`src/rtl/seg7_scan_driver_if.sv`:
```
// Display-image bus between the switch-entry register and the 7-segment scan driver.
// The scan driver is the slave; it also returns the board-level AN/SEG outputs.
interface seg7_scan_driver_if;
  logic [31:0] data_in;
  logic [7:0]  mask_in;
  logic        load;
  logic [7:0]  AN;
  logic [6:0]  SEG;
  logic        frame_done;
  logic        pending;

  modport master (
    output data_in, mask_in, load,
    input  AN, SEG, frame_done, pending
  );

  modport slave (
    input  data_in, mask_in, load,
    output AN, SEG, frame_done, pending
  );
endinterface

```
`src/rtl/seg7_scan_driver.sv`:
```
// Double-buffered, time-multiplexed driver for eight common-anode 7-segment digits,
// with an all-dark blanking gap ahead of every digit to suppress ghosting.
module seg7_scan_driver #(
  parameter int SCAN_DIV     = 50000,
  parameter int BLANK_CYCLES = 16
) (
  input  logic                clk,
  input  logic                rst_n,
  seg7_scan_driver_if.slave   bus
);

  localparam int CNT_MAX = (SCAN_DIV > BLANK_CYCLES) ? SCAN_DIV : BLANK_CYCLES;
  localparam int CW      = (CNT_MAX > 1) ? $clog2(CNT_MAX) : 1;
  localparam logic [CW-1:0] SHOW_LAST  = CW'(SCAN_DIV - 1);
  localparam logic [CW-1:0] BLANK_LAST = CW'(BLANK_CYCLES - 1);

  typedef enum logic {ST_BLANK, ST_SHOW} state_t;

  state_t        state_q, state_d;
  logic [CW-1:0] cnt_q, cnt_d;
  logic [2:0]    idx_q, idx_d;
  logic [31:0]   act_data_q, act_data_d;
  logic [7:0]    act_mask_q, act_mask_d;
  logic [31:0]   pend_data_q, pend_data_d;
  logic [7:0]    pend_mask_q, pend_mask_d;
  logic          pending_q, pending_d;
  logic [7:0]    an_q, an_d;
  logic [6:0]    seg_q, seg_d;
  logic          frame_done_q, frame_done_d;
  logic          boundary;

  function automatic logic [6:0] glyph(input logic [3:0] nib);
    logic [6:0] g;
    case (nib)
      4'h0: g = 7'b1000000;
      4'h1: g = 7'b1111001;
      4'h2: g = 7'b0100100;
      4'h3: g = 7'b0110000;
      4'h4: g = 7'b0011001;
      4'h5: g = 7'b0010010;
      4'h6: g = 7'b0000010;
      4'h7: g = 7'b1111000;
      4'h8: g = 7'b0000000;
      4'h9: g = 7'b0010000;
      4'hA: g = 7'b0001000;
      4'hB: g = 7'b0000011;
      4'hC: g = 7'b1000110;
      4'hD: g = 7'b0100001;
      4'hE: g = 7'b0000110;
      default: g = 7'b0001110;
    endcase
    return g;
  endfunction

  always_ff @(posedge clk or negedge rst_n) begin
    if (!rst_n) begin
      state_q      <= ST_BLANK;
      cnt_q        <= '0;
      idx_q        <= '0;
      act_data_q   <= '0;
      act_mask_q   <= 8'hFF;
      pend_data_q  <= '0;
      pend_mask_q  <= '0;
      pending_q    <= 1'b0;
      an_q         <= 8'hFF;
      seg_q        <= 7'h7F;
      frame_done_q <= 1'b0;
    end else begin
      state_q      <= state_d;
      cnt_q        <= cnt_d;
      idx_q        <= idx_d;
      act_data_q   <= act_data_d;
      act_mask_q   <= act_mask_d;
      pend_data_q  <= pend_data_d;
      pend_mask_q  <= pend_mask_d;
      pending_q    <= pending_d;
      an_q         <= an_d;
      seg_q        <= seg_d;
      frame_done_q <= frame_done_d;
    end
  end

  always_comb begin
    state_d      = state_q;
    cnt_d        = cnt_q + 1'b1;
    idx_d        = idx_q;
    act_data_d   = act_data_q;
    act_mask_d   = act_mask_q;
    pend_data_d  = pend_data_q;
    pend_mask_d  = pend_mask_q;
    pending_d    = pending_q;
    frame_done_d = 1'b0;
    boundary     = 1'b0;
    an_d         = 8'hFF;
    seg_d        = 7'h7F;

    case (state_q)
      ST_BLANK: begin
        if (cnt_q == BLANK_LAST) begin
          state_d = ST_SHOW;
          cnt_d   = '0;
        end
      end
      default: begin
        if (cnt_q == SHOW_LAST) begin
          state_d  = ST_BLANK;
          cnt_d    = '0;
          idx_d    = idx_q + 3'd1;
          boundary = (idx_q == 3'd7);
        end
      end
    endcase

    if (bus.load) begin
      pend_data_d = bus.data_in;
      pend_mask_d = bus.mask_in;
      pending_d   = 1'b1;
    end

    // A load landing on the boundary edge bypasses the pending buffer entirely.
    if (boundary) begin
      frame_done_d = 1'b1;
      pending_d    = 1'b0;
      if (bus.load) begin
        act_data_d = bus.data_in;
        act_mask_d = bus.mask_in;
      end else if (pending_q) begin
        act_data_d = pend_data_q;
        act_mask_d = pend_mask_q;
      end
    end

    // Outputs track the next state so they switch on the same edge as the FSM.
    if (state_d == ST_SHOW && !act_mask_q[idx_d]) begin
      an_d  = ~(8'b1 << idx_d);
      seg_d = glyph(act_data_q[{idx_d, 2'b00} +: 4]);
    end
  end

  assign bus.AN         = an_q;
  assign bus.SEG        = seg_q;
  assign bus.frame_done = frame_done_q;
  assign bus.pending    = pending_q;

endmodule

```
`src/flat_wrapper.sv`:
```
// flat-port wrapper written by rule: the top's interface ports become plain ports
module seg7_scan_driver_flat 
#(
  parameter int SCAN_DIV     = 50000,
  parameter int BLANK_CYCLES = 16
)
  (clk, rst_n, bus_data_in, bus_mask_in, bus_load, bus_AN, bus_SEG, bus_frame_done, bus_pending);
  seg7_scan_driver_if bus_i ();
  input  logic clk;
  input  logic rst_n;
  input wire logic [$bits(bus_i.data_in)-1:0] bus_data_in;
  input wire logic [$bits(bus_i.mask_in)-1:0] bus_mask_in;
  input wire logic [$bits(bus_i.load)-1:0] bus_load;
  output wire logic [$bits(bus_i.AN)-1:0] bus_AN;
  output wire logic [$bits(bus_i.SEG)-1:0] bus_SEG;
  output wire logic [$bits(bus_i.frame_done)-1:0] bus_frame_done;
  output wire logic [$bits(bus_i.pending)-1:0] bus_pending;
  assign bus_i.data_in = bus_data_in;
  assign bus_i.mask_in = bus_mask_in;
  assign bus_i.load = bus_load;
  assign bus_AN = bus_i.AN;
  assign bus_SEG = bus_i.SEG;
  assign bus_frame_done = bus_i.frame_done;
  assign bus_pending = bus_i.pending;
  seg7_scan_driver #(.SCAN_DIV(SCAN_DIV), .BLANK_CYCLES(BLANK_CYCLES)) u_core (.clk(clk), .rst_n(rst_n), .bus(bus_i));
endmodule
```
`config.mk`:
```
export PLATFORM = sky130hd
export DESIGN_NAME = seg7_scan_driver_flat
export DESIGN_NICKNAME = d
export VERILOG_FILES = /design/src/rtl/seg7_scan_driver_if.sv /design/src/rtl/seg7_scan_driver.sv /design/src/flat_wrapper.sv
export SDC_FILE = /design/constraint.sdc
export NUM_CORES = 1
export LEC_CHECK = 0
export CAP_MARGIN = 20
export CORE_MARGIN = 5
export CORE_UTILIZATION = 30
export DETAILED_ROUTE_END_ITERATION = 6
export PLACE_DENSITY = 0.6
export SLEW_MARGIN = 0
export SYNTH_ARGS = -nofsm -noshare
export SYNTH_HDL_FRONTEND = slang
export SYNTH_SLANG_ARGS = --single-unit
```
`constraint.sdc`:
```
create_clock -name clk -period 3.9 [get_ports clk]
set_input_delay 0.585 -clock clk [delete_from_list [all_inputs] [get_ports clk]]
set_output_delay 0.585 -clock clk [all_outputs]
set_load 0.01 [all_outputs]
```
* Word level (Yosys, flattened, before mapping)
Memory sizes are Yosys's and may differ from the RTL's.
Index checks and enable logic that the tools add are counted.
W data, S select, Z words.
** Storage, ports and cells
- Bits of input ports :: 43
- Bits in read-only memories :: 112
- Memories kept :: 1
- Flip-flop bits (word level) :: 117
- Output and inout bits :: 17
** Memories
- (name not given) :: depth 16, bits a word 7, read ports 1, clocked after memory_dff 0, write ports 0, line seg7_scan_driver.sv:34 : case (nib)
** Operators by class
- Muxes and demuxes :: 21
- Reduce and logical (&&, ||, !) cells :: 5
- Add/subtract/negate cells :: 2
- $lt $le $gt $ge :: 1
- Eq/ne operators :: 3
- Bitwise gates (word level) :: 1
- Shifts and indexed selects :: 2
** Operators by type and width (count)
- $mux W32 :: 2
- $mux W16 :: 3
- $shiftx A32 B6 Y4 :: 1
- $mux W8 :: 3
- $add A16 B1 Y16 const B :: 1
- $eq A16 B16 Y1 const B :: 1
- $eq A16 B4 Y1 const B :: 1
- $mux W1 :: 9
- $not A8 Y8 :: 1
- $shl A1 B3 Y8 const A :: 1
- $mux W7 :: 1
- $mux W3 :: 2
- $lt A3 B4 Y1 const B :: 1
- $reduce_bool A2 Y1 :: 2
- $add A3 B1 Y3 const B :: 1
- $bmux W1 S3 :: 1
- $eq A3 B3 Y1 const B :: 1
- $reduce_and A2 Y1 :: 1
- $logic_and A1 B1 Y1 :: 1
- $logic_not A1 Y1 :: 1

* Longest topological paths before layout
Gate-level depths: netlist (run 1).
- Depth after elaboration :: 8
- Mapped depth :: 15
- Depth with buffers taken out :: 13

* Least setup slack after synthesis (run 1)
No wires, ideal clock.
- Kind :: register to register
- Start :: reg u_core.idx_q[1]
- End :: reg u_core.seg_q[0], in the netlist u_core.bus.SEG[0]
- Cell stages (with the launch flop) :: 12
- Buffers on the path :: 2
- Setup slack :: 0.513 ns
- Library setup time :: 0.094 ns
- Data arrival time :: 3.293 ns
- Clock period less this slack :: 3.387 ns
- Cell sequence :: dfrtp_1 -> ha_1 -> buf_1 -> buf_2 -> mux2i_1 -> mux4_2 -> a221oi_1 -> nor2_1 -> ha_1 -> o21ai_0 -> mux2i_1 -> or4_1
** Between the ends
- Cells in the longest elaborated chain, start to end :: 8
** RTL lines
- from (decl) :: line seg7_scan_driver.sv:21 : logic [2:0] idx_q, idx_d;
- from (signal assigned) :: line seg7_scan_driver.sv:71 : idx_q <= idx_d;
- $add A3 B1 Y3 :: line seg7_scan_driver.sv:108 : idx_d = idx_q + 3'd1;
- $mux W3 :: line seg7_scan_driver.sv:105 : if (cnt_q == SHOW_LAST) begin
- $mux W3 * :: line seg7_scan_driver.sv:97 : case (state_q)
- parallel branches: the longest is 4 deep, another holds $mem_v2 Z16 W7
- $mux W7 * :: line seg7_scan_driver.sv:134 : if (state_d == ST_SHOW && !act_mask_q[idx_d]) begin
- net u_core.seg_d[0] :: line seg7_scan_driver.sv:28 : logic [6:0] seg_q, seg_d;
- to (signal assigned) :: line seg7_scan_driver.sv:78 : seg_q <= seg_d;
- to (decl) :: line seg7_scan_driver.sv:28
Mark *: on every way through the listed nets, which the timed path passes. The select of a mux whose other input is x is not followed.
A chain may end at the register's enable or synchronous reset.

* Worst setup path in the final report (run 1)
- Start :: reg u_core.cnt_q[4]
- End :: reg u_core.seg_q[0], in the netlist u_core.bus.SEG[0]
** Between the ends
- Cells in the longest elaborated chain, start to end :: 8
** RTL lines
- from (decl) :: line seg7_scan_driver.sv:20 : logic [CW-1:0] cnt_q, cnt_d;
- from (signal assigned) :: line seg7_scan_driver.sv:70 : cnt_q <= cnt_d;
- $eq A16 B16 Y1 * :: line seg7_scan_driver.sv:105
- $mux W3 * :: line seg7_scan_driver.sv:105
- $mux W3 * :: line seg7_scan_driver.sv:97
- net u_core.idx_d[2] :: line seg7_scan_driver.sv:21
- parallel branches: the longest is 4 deep, another holds $mem_v2 Z16 W7
- $mux W7 * :: line seg7_scan_driver.sv:134
- net u_core.seg_d[0] :: line seg7_scan_driver.sv:28
Marks and branches as above.

==> run summary, run 1 <==
Summed instance area of the synthesized netlist -> 5560 sq um
Post-layout worst setup margin -> 0.405 ns
Clock slew at the register clock pins of the worst setup and hold paths -> 0.05 ns
Sequential fraction of the synthesis area -> 0.532
Number of buffers added by the clock tree synthesis step -> 17
Number of remaining DRC errors -> 0
Result of the run -> finished clean
Die outline area -> 21300 sq um
Chip Height -> 146 um
Count of nets left with antenna violations after detail routing -> 0
Mean number of vias per cell -> 4.93
Wire length of the first global-routing pass -> 21200 um
Detailed Route Iter0 Violations -> 171
Number of top-level pins -> 60
Slew Limit Fails -> 0
Clk Latency, worst-skew pair -> 0.42 ns
Most common cell after layout, fill and taps aside -> dfrtp_1
CTS Hold Buffers Added -> 0
GP Congestion -> 0.881
Most frequent cells in the layout -> 94 x dfrtp_1, 86 x mux2_2, 57 x clkdlybuf4s50_1, 25 x nor2_1, 24 x nand2_1
Worst ir drop on vdd -> 306 uV
Total wirelength of the detailed-routed design -> 12800 um
Starting utilization of the core area -> 0.307
Depth of the CTS H-tree -> 4
Measured slew at the worst slew-check pin -> 0.746 ns
Crit path depth -> 11
Yosys synthesis warning count -> 0
Number of global-route vias before repair -> 3969
Startpoint-to-endpoint class of the critical path -> reg2reg
Antenna violations before repair -> 0
Pre-antenna DRT Iters -> 4
Routed len/inst -> 17.0 um
Post-CTS setup buffer count -> 0
Worst min path class -> in2async
Total buffers and inverters traversed by the critical path -> 1
Startpoint class of the critical path -> flip-flop
Design area -> 7130 sq um
CTS root buffer -> clkbuf_16
Global-route total usage across every layer -> 0.125
Detailed-placement wirelength estimate -> 9160 um
Antenna diode count -> 0
Slowest cell on the critical path -> or4_1
Unrepaired setup endpoints after global routing -> no
Final hold vios -> 0
GR Overflow Total -> 0
Seq cells post-synth -> 117
Max-cap check violation count -> 0
Number of synthesized flops with an enable pin -> 0
Layout Nets -> 563
Post-CTS sizing -> 0
Leakage dissipation -> 3.04 nW
Maximum clock skew at final layout -> 0.0104 ns
Clock tree from TritonCTS -> done
Headroom to the max-slew limit -> 0.501
Clock Path Buffers -> 2
Largest net degree at the start of global routing -> 118
Syn Nets -> 494
Synthesized area per cell -> 12.6 sq um
Critical path fanouts, max -> 6
Post-synth ARST share -> 1.00
Total of endpoints with negative setup slack in the final report -> 0
Arr. time, crit path -> 3.82 ns
Top FF cell, synth -> dfrtp_1
Shortest clock period the worst path allows after layout -> 3.49 ns
Critical path's largest stage delay -> 0.55 ns
Critical Path Sink Type -> flip-flop
Post-synthesis to final-layout area growth -> 28.3%
Setup TNS Final -> 0 ns
Crit path top cell by count -> o21ai_0
Distinct cell type count of the synthesized netlist -> 56
Max Clk Rate -> 286 MHz
Total of buffers placed on input and output ports -> 59
Final hold slack -> 0.206 ns
Kind of cell with the highest combined delay on the critical path -> simple AND/OR/NAND/NOR gates
Width of the die -> 146 um
Layout cells sized above 1 -> 0.326
Number of cells traversed by the worst register-to-register path -> 11
Via count -> 3711
Power density over cell area -> 445 nW/um^2
Area of the core -> 18100 sq um
# fillers -> 1702
Ratio of final minimum period to clock period -> 0.896
Clock Sink Count -> 117
Cell count after synthesis -> 442
DP Worst Slack -> 0.424 ns
Critical Path, Cell by Cell -> nor4_2, nand3_1, o21ai_0, and2_1, inv_1, nor3_1, nor2_1, ha_1, o21ai_0, mux2i_1, or4_1
Placement row count -> 49
Data required time at the worst endpoint -> 4.23 ns
Utilization after layout -> 0.394
Area after detailed placement -> 6460 sq um
synthesized netlist by cell type (7+ instances only):
master	number	area [sq um]
a21oi_1	8	40.0
and3_1	9	56.3
clkbuf_1	16	60.1
dfrtp_1	94	2350
dfstp_2	23	604
ha_1	9	113
inv_1	7	26.3
mux2_2	86	968
mux2i_1	19	190
nand2_1	24	90.1
nand3_1	8	40.0
nor2_1	25	93.8
o21ai_0	15	75.1
xnor2_1	7	61.3
xor2_1	8	70.1
state kept, by name, summed over array words and instances, names as in the netlist:
name,flops
u_core.pend_data_q,32
u_core.pend_mask_q,8
u_core.act_mask_q,8
u_core.state_q,1
u_core.bus.AN,8
u_core.cnt_q,16
u_core.bus.pending,1
u_core.act_data_q,32
u_core.idx_q,3
u_core.bus.SEG,7
u_core.bus.frame_done,1
through the flow:
stage               power [mW]  cells
floorplan                 1.34    442
global placement          1.42    721
detailed placement        1.43    721
CTS                       3.21    753
global route              3.28    753
finish                    3.17    753
metal layers:
metal | wire length, um | part of all wire | track usage | vias to the layer above
met5 | 0 | 0 | 0 | -
met4 | 167 | 0.013 | 0.0532 | 0
met3 | 519 | 0.040 | 0.0338 | 14
met2 | 5960 | 0.46 | 0.192 | 85
met1 | 6170 | 0.48 | 0.168 | 1864
li1 | - | - | - | 1748
logic make-up after synthesis:
| kind of cell | count (synthesis) | synth area share |
|---|---|---|
| DFF | 117 | 0.532 |
| muxes | 111 | 0.233 |
| and+or+nand+nor | 106 | 0.0991 |
| AOI/OAI and AO/OA | 55 | 0.0709 |
| buffers and inverters | 29 | 0.0214 |
| xor gates and xnor gates | 15 | 0.0236 |
| adders and majority gates | 9 | 0.0203 |
power breakdown:
part | internal [mW] | total, mW | leakage (nW) | switching (mW)
clock network | 1.22 | 1.77 | 0.318 | 0.550
logic | 0.0765 | 0.137 | 1.28 | 0.0605
registers | 1.26 | 1.27 | 1.44 | 0.00988
total | 2.55 | 3.17 | 3.04 | 0.620
final cells by class:
class | count | area [sq um] | share of cell area
clock buffer | 20 | 447 | 0.0627
sequential | 117 | 2960 | 0.415
multi-input combinational | 296 | 2490 | 0.350
timing repair buffer | 72 | 693 | 0.0972
tap | 229 | 287 | 0.0402
inverter | 7 | 26.3 | 0.00369
clock inverter | 12 | 225 | 0.0316
worst reg2reg max path: stages, from the launching register on:
cell	delay (ns)
dfrtp_1	0.43
nor4_2	0.38
nand3_1	0.24
o21ai_0	0.42
and2_1	0.28
inv_1	0.08
nor3_1	0.37
nor2_1	0.17
ha_1	0.31
o21ai_0	0.09
mux2i_1	0.09
or4_1	0.55
final timing paths:
path                            slack (ns)                          endpoint                 startpoint
max in group asynchronous             3.14  u_core.act_data_q[0]$_DFFE_PN0P_                      rst_n
worst min register to register        0.47         u_core.cnt_q[0]$_DFF_PN0_  u_core.cnt_q[0]$_DFF_PN0_
worst max-delay path                  0.41       u_core.bus.SEG[0]$_DFF_PN1_  u_core.cnt_q[4]$_DFF_PN0_
worst max register to register        0.41       u_core.bus.SEG[0]$_DFF_PN1_  u_core.cnt_q[4]$_DFF_PN0_
min in group clk                      0.47         u_core.cnt_q[0]$_DFF_PN0_  u_core.cnt_q[0]$_DFF_PN0_
worst min-delay path                  0.21        u_core.cnt_q[10]$_DFF_PN0_                      rst_n
Power figures use the tool's default switching activity.
==> run 2: changes to the inputs <==
--- a/config.mk
+++ b/config.mk
@@ -7,9 +7,10 @@
 export LEC_CHECK = 0
 export CAP_MARGIN = 20
 export CORE_MARGIN = 5
-export CORE_UTILIZATION = 30
+export CORE_UTILIZATION = 35
 export DETAILED_ROUTE_END_ITERATION = 6
-export PLACE_DENSITY = 0.6
+export PLACE_DENSITY = 0.66
+export SETUP_SLACK_MARGIN = 0.5
 export SLEW_MARGIN = 0
 export SYNTH_ARGS = -nofsm -noshare
 export SYNTH_HDL_FRONTEND = slang
==> run summary, run 2 (same netlist as run 1, synthesis figures left out) <==
Startpoint class of the critical path -> flip-flop (unchanged)
GR Overflow Total -> 0 (unchanged)
Maximum clock skew at final layout -> 0.0101 ns (was 0.0104 ns)
Global-route total usage across every layer -> 0.143 (was 0.125)
Number of remaining DRC errors -> 0 (unchanged)
Critical path fanouts, max -> 6 (unchanged)
Shortest clock period the worst path allows after layout -> 3.16 ns (was 3.49 ns)
Wire length of the first global-routing pass -> 20600 um (was 21200 um)
Total of endpoints with negative setup slack in the final report -> 0 (unchanged)
Result of the run -> finished clean (unchanged)
Max-cap check violation count -> 0 (unchanged)
Width of the die -> 136 um (was 146 um)
Layout cells sized above 1 -> 0.342 (was 0.326)
Most frequent cells in the layout -> 94 x dfrtp_1, 86 x mux2_2, 57 x clkdlybuf4s50_1, 25 x nor2_1 (was 94 x dfrtp_1, 86 x mux2_2, 57 x clkdlybuf4s50_1, 25 x nor2_1, 24 x nand2_1)
Post-synthesis to final-layout area growth -> 26.6% (was 28.3%)
GP Congestion -> 0.868 (was 0.881)
Total of buffers placed on input and output ports -> 59 (unchanged)
Number of top-level pins -> 60 (unchanged)
Clock slew at the register clock pins of the worst setup and hold paths -> 0.05 ns (about the same)
Depth of the CTS H-tree -> 4 (unchanged)
Starting utilization of the core area -> 0.354 (was 0.307)
Grt met3 use -> 0.0448 (was 0.0338)
GR Util met1 -> 0.191 (was 0.168)
Critical Path, Cell by Cell -> nor4_4, nand3_2, nor2_4, mux4_2, a221oi_2, nor2_1, ha_1, o21ai_0, mux2i_1, or4_1 (was nor4_2, nand3_1, o21ai_0, and2_1, inv_1, nor3_1, nor2_1, ha_1, o21ai_0, mux2i_1, or4_1)
Count of nets left with antenna violations after detail routing -> 0 (unchanged)
Die outline area -> 18500 sq um (was 21300 sq um)
Design area -> 7040 sq um (was 7130 sq um)
Headroom to the max-slew limit -> 0.295 (was 0.501)
Placement row count -> 46 (was 49)
Leakage dissipation -> 2.99 nW (was 3.04 nW)
Critical Path Sink Type -> flip-flop (unchanged)
Clk Latency, worst-skew pair -> 0.42 ns (about the same)
Detailed-placement wirelength estimate -> 8780 um (was 9160 um)
Post-layout worst setup margin -> 0.738 ns (was 0.405 ns)
CTS root buffer -> clkbuf_16 (unchanged)
Endpoint of the worst register-to-register path -> u_core.bus.SEG[0]$_DFF_PN1_ (unchanged)
Startpoint-to-endpoint class of the critical path -> reg2reg (unchanged)
Antenna violations before repair -> 0 (unchanged)
Final hold vios -> 0 (unchanged)
Antenna diode count -> 0 (unchanged)
Utilization after layout -> 0.448 (was 0.394)
Number of cells traversed by the worst register-to-register path -> 10 (was 11)
Global-route met2 utilization -> 0.223 (was 0.192)
Detailed Route Iter0 Violations -> 244 (was 171)
Total wirelength of the detailed-routed design -> 12300 um (was 12800 um)
Clock Path Buffers -> 2 (unchanged)
Number of buffers added by the clock tree synthesis step -> 17 (unchanged)
Clock tree from TritonCTS -> done (unchanged)
Layer with the highest usage -> met2 (unchanged)
Arr. time, crit path -> 3.49 ns (was 3.82 ns)
DP Worst Slack -> 0.428 ns (was 0.424 ns)
Layout Nets -> 562 (was 563)
Ratio of final minimum period to clock period -> 0.811 (was 0.896)
Worst ir drop on vdd -> 252 uV (was 306 uV)
# fillers -> 1435 (was 1702)
Most common cell after layout, fill and taps aside -> dfrtp_1 (unchanged)
Number of global-route vias before repair -> 3951 (was 3969)
Measured slew at the worst slew-check pin -> 1.06 ns (was 0.746 ns)
CTS Hold Buffers Added -> 0 (unchanged)
Data required time at the worst endpoint -> 4.22 ns (was 4.23 ns)
Routed len/inst -> 16.7 um (was 17.0 um)
Area after detailed placement -> 6410 sq um (was 6460 sq um)
Area of the core -> 15700 sq um (was 18100 sq um)
Worst min path class -> in2async (unchanged)
Max Clk Rate -> 316 MHz (was 286 MHz)
Largest net degree at the start of global routing -> 76 (was 118)
Reg2Reg Launch Point -> u_core.cnt_q[4]$_DFF_PN0_ (unchanged)
Pre-antenna DRT Iters -> 4 (unchanged)
Setup TNS Final -> 0 ns (unchanged)
Via count -> 3686 (was 3711)
Unrepaired setup endpoints after global routing -> no (unchanged)
Slew Limit Fails -> 0 (unchanged)
R2r setup slk -> 0.74 ns (was 0.41 ns)
Slowest cell on the critical path -> or4_1 (unchanged)
Power density over cell area -> 409 nW/um^2 (was 445 nW/um^2)
Critical path's largest stage delay -> 0.53 ns (was 0.55 ns)
Mean number of vias per cell -> 4.99 (was 4.93)
Biggest registers after layout -> u_core.act_data_q: 32 flops, u_core.pend_data_q: 32 flops, u_core.cnt_q: 16 flops (unchanged)
Clock Sink Count -> 117 (unchanged)
Chip Height -> 136 um (was 146 um)
run 2: cell types whose count changed in the layout (fill, tap and decap cells not counted), moves of 2 or more:
cell,before,now
and3_1,9,7
clkinv_4,2,0
clkinv_2,0,5
clkbuf_1,2,4
nor3_2,1,3
nor3_1,6,4
bufinv_16,6,2
run 2: worst max-delay path by stage:
stage                                         start                     endpoint  cells past startpoint
after floorplan           u_core.idx_q[1]$_DFF_PN0_  u_core.bus.SEG[0]$_DFF_PN1_                     11
after global placement    u_core.cnt_q[4]$_DFF_PN0_  u_core.bus.SEG[0]$_DFF_PN1_                     10
after detailed placement  u_core.cnt_q[0]$_DFF_PN0_  u_core.bus.SEG[0]$_DFF_PN1_                     11
after CTS                 u_core.cnt_q[0]$_DFF_PN0_  u_core.bus.SEG[0]$_DFF_PN1_                     11
after global routing      u_core.cnt_q[4]$_DFF_PN0_  u_core.bus.SEG[0]$_DFF_PN1_                     10
final                     u_core.cnt_q[4]$_DFF_PN0_  u_core.bus.SEG[0]$_DFF_PN1_                     10
run 2: routing by layer:
| layer | vias up | routed length [um] |
|---|---|---|
| met4 | 0 | 176 |
| li1 | 1741 | - |
| met5 | - | 0 |
| met1 | 1830 | 5580 |
| met3 | 15 | 762 |
| met2 | 100 | 5840 |
run 2: layout make-up:
cell class	instances	area, sq um	area share
inverter	7	26.3	0.00373
clock buffer	22	454	0.0645
tap	216	270	0.0384
sequential	117	2960	0.420
clock inverter	10	108	0.0153
multi-input combinational	296	2550	0.362
timing repair buffer	71	673	0.0956
run 2: power breakdown:
| group | internal, mW | leakage, nW | total (mW) | switching, mW |
|---|---|---|---|---|
| combinational | 0.0753 | 1.27 | 0.136 | 0.0612 |
| sequential | 1.26 | 1.44 | 1.27 | 0.0106 |
| clock | 0.948 | 0.270 | 1.48 | 0.527 |
run 2: worst max-delay path: cells and delay by family, from the launching register on:
kind,cells,cell delay (ns)
fa+ha+maj,1,0.29
flops,1,0.45
simple gates,5,1.38
compound gates,2,0.36
mux,2,0.61
run 2: metrics by stage:
step / cells / hold slack (ns) / total power, mW
floorplan: 442 / 0.289 / 1.34
global placement: 706 / 0.445 / 1.42
detailed placement: 706 / 0.469 / 1.43
CTS: 739 / 0.347 / 2.92
global route: 739 / 0.407 / 2.99
finish: 739 / 0.321 / 2.88
run 2: what timing repair did:
action | in CTS | in global routing
pin swaps | 1 | 1
setup endpoints to repair | 1 | 5
gates resized for setup | 3 | 11
buffers inserted | 1 | 0
